**src/rtl/cga_pkg.sv**
```systemverilog
// Shared types and constants for the CGA/Tandy video RAM arbiter.
package cga_pkg;

  typedef enum logic [1:0] {
    ST_IDLE = 2'd0,
    ST_PEND = 2'd1,
    ST_OP2  = 2'd2,
    ST_OP3  = 2'd3
  } arb_state_t;

  localparam int OP_CYCLES    = 3;
  localparam int CGA_ADDR_W   = 14;
  localparam int TANDY_ADDR_W = 15;

endpackage

```
**src/rtl/cga_vram_arbiter.sv**
```systemverilog
// Shares the VRAM port between display fetch and a one-deep queued ISA host op.
// Display fetch always owns the address; host ops run as fixed 3-cycle slots.
module cga_vram_arbiter
  import cga_pkg::*;
#(
  parameter int ADDR_W = CGA_ADDR_W,
  parameter int DATA_W = 8
) (
  input  logic              clk,
  input  logic              reset,
  input  logic              isa_op_enable,
  input  logic              vram_read,
  input  logic [ADDR_W-1:0] video_addr,
  input  logic              cpu_req,
  input  logic              cpu_we,
  input  logic [ADDR_W-1:0] cpu_addr,
  input  logic [DATA_W-1:0] cpu_din,
  output logic [DATA_W-1:0] cpu_dout,
  output logic              cpu_ack,
  output logic              cpu_wait,
  output logic [ADDR_W-1:0] ram_addr,
  output logic [DATA_W-1:0] ram_din,
  output logic              ram_we,
  input  logic [DATA_W-1:0] ram_dout,
  output logic              collision
);

  arb_state_t        state, next_state;
  logic              op_active;
  logic              lat_we;
  logic [ADDR_W-1:0] lat_addr;
  logic [DATA_W-1:0] lat_din;

  always_comb begin
    next_state = state;
    op_active  = 1'b0;
    case (state)
      ST_IDLE: if (cpu_req) next_state = ST_PEND;
      ST_PEND: begin
        if (isa_op_enable) begin
          next_state = ST_OP2;
          op_active  = 1'b1;
        end
      end
      ST_OP2: begin
        next_state = ST_OP3;
        op_active  = 1'b1;
      end
      ST_OP3: begin
        next_state = ST_IDLE;
        op_active  = 1'b1;
      end
      default: next_state = ST_IDLE;
    endcase
  end

  // Video always wins the address; a clashing host write is suppressed.
  always_comb begin
    ram_addr = (op_active && !vram_read) ? lat_addr : video_addr;
    ram_din  = lat_din;
    ram_we   = (state == ST_OP2) && lat_we && !vram_read && !reset;
  end

  always_ff @(posedge clk) begin
    if (reset) begin
      state     <= ST_IDLE;
      cpu_dout  <= '0;
      cpu_ack   <= 1'b0;
      cpu_wait  <= 1'b0;
      collision <= 1'b0;
      lat_we    <= 1'b0;
      lat_addr  <= '0;
      lat_din   <= '0;
    end else begin
      state    <= next_state;
      cpu_ack  <= (state == ST_OP3);
      cpu_wait <= (next_state != ST_IDLE);
      if (state == ST_IDLE && cpu_req) begin
        lat_we   <= cpu_we;
        lat_addr <= cpu_addr;
        lat_din  <= cpu_din;
      end
      // RAM data for the address presented in OP2 arrives during OP3.
      if (state == ST_OP3 && !lat_we) cpu_dout <= ram_dout;
      if (op_active && vram_read) collision <= 1'b1;
    end
  end

endmodule
```
**config.mk**
```make
export PLATFORM = sky130hd
export DESIGN_NAME = cga_vram_arbiter
export DESIGN_NICKNAME = d
export VERILOG_FILES = /design/src/rtl/cga_pkg.sv /design/src/rtl/cga_vram_arbiter.sv
export SDC_FILE = /design/constraint.sdc
export NUM_CORES = 1
export LEC_CHECK = 0
export ABC_AREA = 1
export ABC_CLOCK_PERIOD_IN_PS = 2550
export CAP_MARGIN = 25
export CORE_AREA = 3 3 67 69
export DETAILED_ROUTE_END_ITERATION = 6
export DIE_AREA = 0 0 70 72
export PLACE_DENSITY = 0.83
export REMOVE_ABC_BUFFERS = 1
export SYNTH_ARGS = -nofsm -noshare
export SYNTH_HDL_FRONTEND = slang
export SYNTH_SLANG_ARGS = --single-unit
```
**constraint.sdc**
```tcl
create_clock -name clk -period 2.55 [get_ports clk]
set_input_delay 0.3825 -clock clk [delete_from_list [all_inputs] [get_ports clk]]
set_output_delay 0.3825 -clock clk [all_outputs]
set_load 0.02 [all_outputs]
```
==> run_results.csv, run 1 <==
group,metric,value,unit
run_status,status,"finished clean",
layout,diodes,0,
clock_tree,holdBufCountCts,0,
setup_path,critPathKind,"input port to output port",
yosys,syn_area_per_cell,7.10,µm²
detailed_routing,totalWireLength,4430,µm
layout,multi_input_area,835,µm²
place,post-dp-hpwl,3170,µm
clock_tree,clock-sinks,36,
sta,tns,0,ns
setup_path,cp.required,2.17,ns
global_route,grt_usage,18.4,%
floorplan,die_x,70,µm
sta,skew,0.00279,ns
sta,max_slew_margin,64.7,%
sta,worst_pin_slew,0.528,ns
yosys,syn_inst,235,
global_route,grt_pass1_vias,1660,
floorplan,die_area,0.00504,mm²
clock_tree,insertion_delay,0.29,ns
layout,fillCellCount,374,
clock_tree,cts_buffer_depth,2,
layout,fin_nets,367,
setup_path,cp.arrival,2.04,ns
clock_tree,root_buffer,"clkbuf_8",
layout,regArea,721,µm²
place,port_buffers,83,
sta,min_period,2.42,ns
yosys,synth.yosys.seq_area_share,43.2,%
sta,setup_violations,0,
setup_path,slowest_stage,"clkdlybuf4s50_1",
pwr,power_per_cell_area,543,mW/mm²
floorplan,row_count,23,
yosys,synthTopCellsByArea,"dfxtp_1 (43%), nor2_1 (14%), nand2_1 (13%)",
detailed_routing,drt_iter0_drc,65,
yosys,synth_top_area_cell,"dfxtp_1",
yosys,syn_area,0.00167,mm²
pwr,p_leak,1.15,nW
run,maxCapViolations,0,
yosys,yosysWarnings,0,
floorplan,die_y,72,µm
yosys,yosysTopAreaCellShare,43.2,%
pwr,peakVddDrop,0.373,mV
floorplan,core_area,0.00397,mm²
detailed_routing,via_count,1720,
setup_path,crit_path_cell_trace,"clkdlybuf4s50_1, nor2_2, nor2_8, nand2_4, nand2_1, nand2_1, clkdlybuf4s50_1",
sta,period_share,95.0,%
layout,fin_area,0.00261,mm²
sta,finalMaxSlewViolations,0,
sta,fmax,0.413,GHz
clock_tree,post_cts_buffers,0,
yosys,synth.distinct_cells,17,
global_route,grt_pass1_wl,7450,µm
setup_path,path_max_fanout,16,
place,place_area,0.00252,mm²
detailed_routing,remaining_drc_errors,0,
floorplan,io_pins,84,
worst_hold_path,hold_class,"flop to flop",
sta,hold_viol_final,0,
clock_tree,cts-resized-gates,0,
place,routabilityCongestion,0.747,
yosys,synth.ff_latch_count,36,
floorplan,start_util,42.0,%
global_route,grt_max_degree,34,
place,dp.cells,360,
detailed_routing,wire_per_inst,12.0,µm
setup_path,crit_path_max_incr_delay,0.54,ns
sta,rsz0062_at_grt,"no",
clock_tree,cts_buffers,5,
layout,final_cells,368,
setup_path,crit_path_end_kind,"output port",
layout,area_growth,56.3,%
clock_tree,htreeDepth,2,
global_route,antenna_found_initial,0,
layout,final_layout_size_suffix_gt1_share,5.66,%
detailed_routing,dr.pass1.iters,4,
setup_path,startpoint_type,"input port",
detailed_routing,final_antenna_net_count,0,
clock_tree,tritoncts,"built",
detailed_routing,viasPerCell,4.67,
global_route,grt.overflow.total,0,
clock_tree,path_clk_slew,0.07,ns
## final timing paths
| kind | from | to | slack, ns | cells past startpoint |
|---|---|---|---|---|
| max reg2reg | state[1] | lat_addr[8] | 1.27 | 5 |
| min reg2reg | collision | collision | 0.45 | 2 |
| max | isa_op_enable | ram_addr[10] | 0.13 | 7 |
| min | collision | collision | 0.45 | 2 |
## worst max-delay path, delay by kind of cell
| family | cells | cell delay (ns) |
|---|---|---|
| buffers and inverters | 2 | 1.04 |
| and+or+nand+nor | 5 | 0.61 |
## cells in the mapped netlist (all sizes together)
cell type	instances
nand3b	23
nand2	58
nor3	1
buf	6
a21oi	1
nor2	68
clkbuf	6
dfxtp	36
nand3	18
o21ai	8
inv	10
## cells by family (layout without fill, tap and decap cells)
group                  Yosys count  count (layout)  synth area share (%)
AO/OA/AOI/OAI                    9               9                  2.70
flip-flops                      36              36                  43.2
AND/OR/NAND/NOR                168             168                  47.3
buffers and inverters           22             105                  6.75
## cells in the final DEF, fill, tap and decap left out, drive strengths merged
cell type      count
nand2             58
nand3             18
dfxtp             36
a21oi              1
clkbuf             8
nand3b            23
o21ai              8
clkdlybuf4s50     83
inv               10
nor3               1
nor2              68
buf                4
## per-stage QoR
step | power [mW] | hold WS (ns) | setup WS (ns) | util (%)
floorplan | 0.824 | 0.452 | 0.917 | -
global placement | 1.01 | 0.443 | 0.124 | 63.4
detailed placement | 1.02 | 0.447 | 0.110 | 63.4
CTS | 1.43 | 0.458 | 0.107 | 65.6
global route | 1.49 | 0.493 | 0.0229 | 65.6
finish | 1.41 | 0.454 | 0.129 | 65.6
## report_power, final
group / switching [mW] / leakage, nW / internal [mW]
Combinational: 0.181 / 0.813 / 0.187
Sequential: 0.0258 / 0.296 / 0.607
Clock: 0.193 / 0.0455 / 0.220
## sequential cells by signal, indices dropped and copies added, names as in the netlist
name       flops
lat_addr      14
cpu_dout       8
ram_din        8
state          2
collision      1
cpu_ack        1
cpu_wait       1
lat_we         1
## metal layers
metal  track usage, %  vias to the layer above  wire length (µm)
met1             20.1                      752              1810
met4             5.11                        0                50
met5                0                        -                 0
met2             33.2                       59              2170
met3             7.34                        5               393
li1                 -                      904                 -
## layout make-up
cell class                 count  share of cell area [%]
clock buffer                   8                    3.46
timing repair buffer          87                    33.0
multi-input combinational    177                    32.0
inverter                      10                    1.44
tap                           50                    2.40
sequential                    36                    27.7
Power figures use the tool's default switching activity.
==> inputs of run 2 (changes only) <==
- SLEW_MARGIN: not set -> 25
==> results of run 2 <==
The final DEF is identical to that of run 1; final timing and power are the same.
==> inputs of run 3 (changes only) <==
- SKIP_CTS_REPAIR_TIMING: not set -> 1
==> results of run 3 <==
The final DEF is identical to that of run 1; final timing and power are the same.
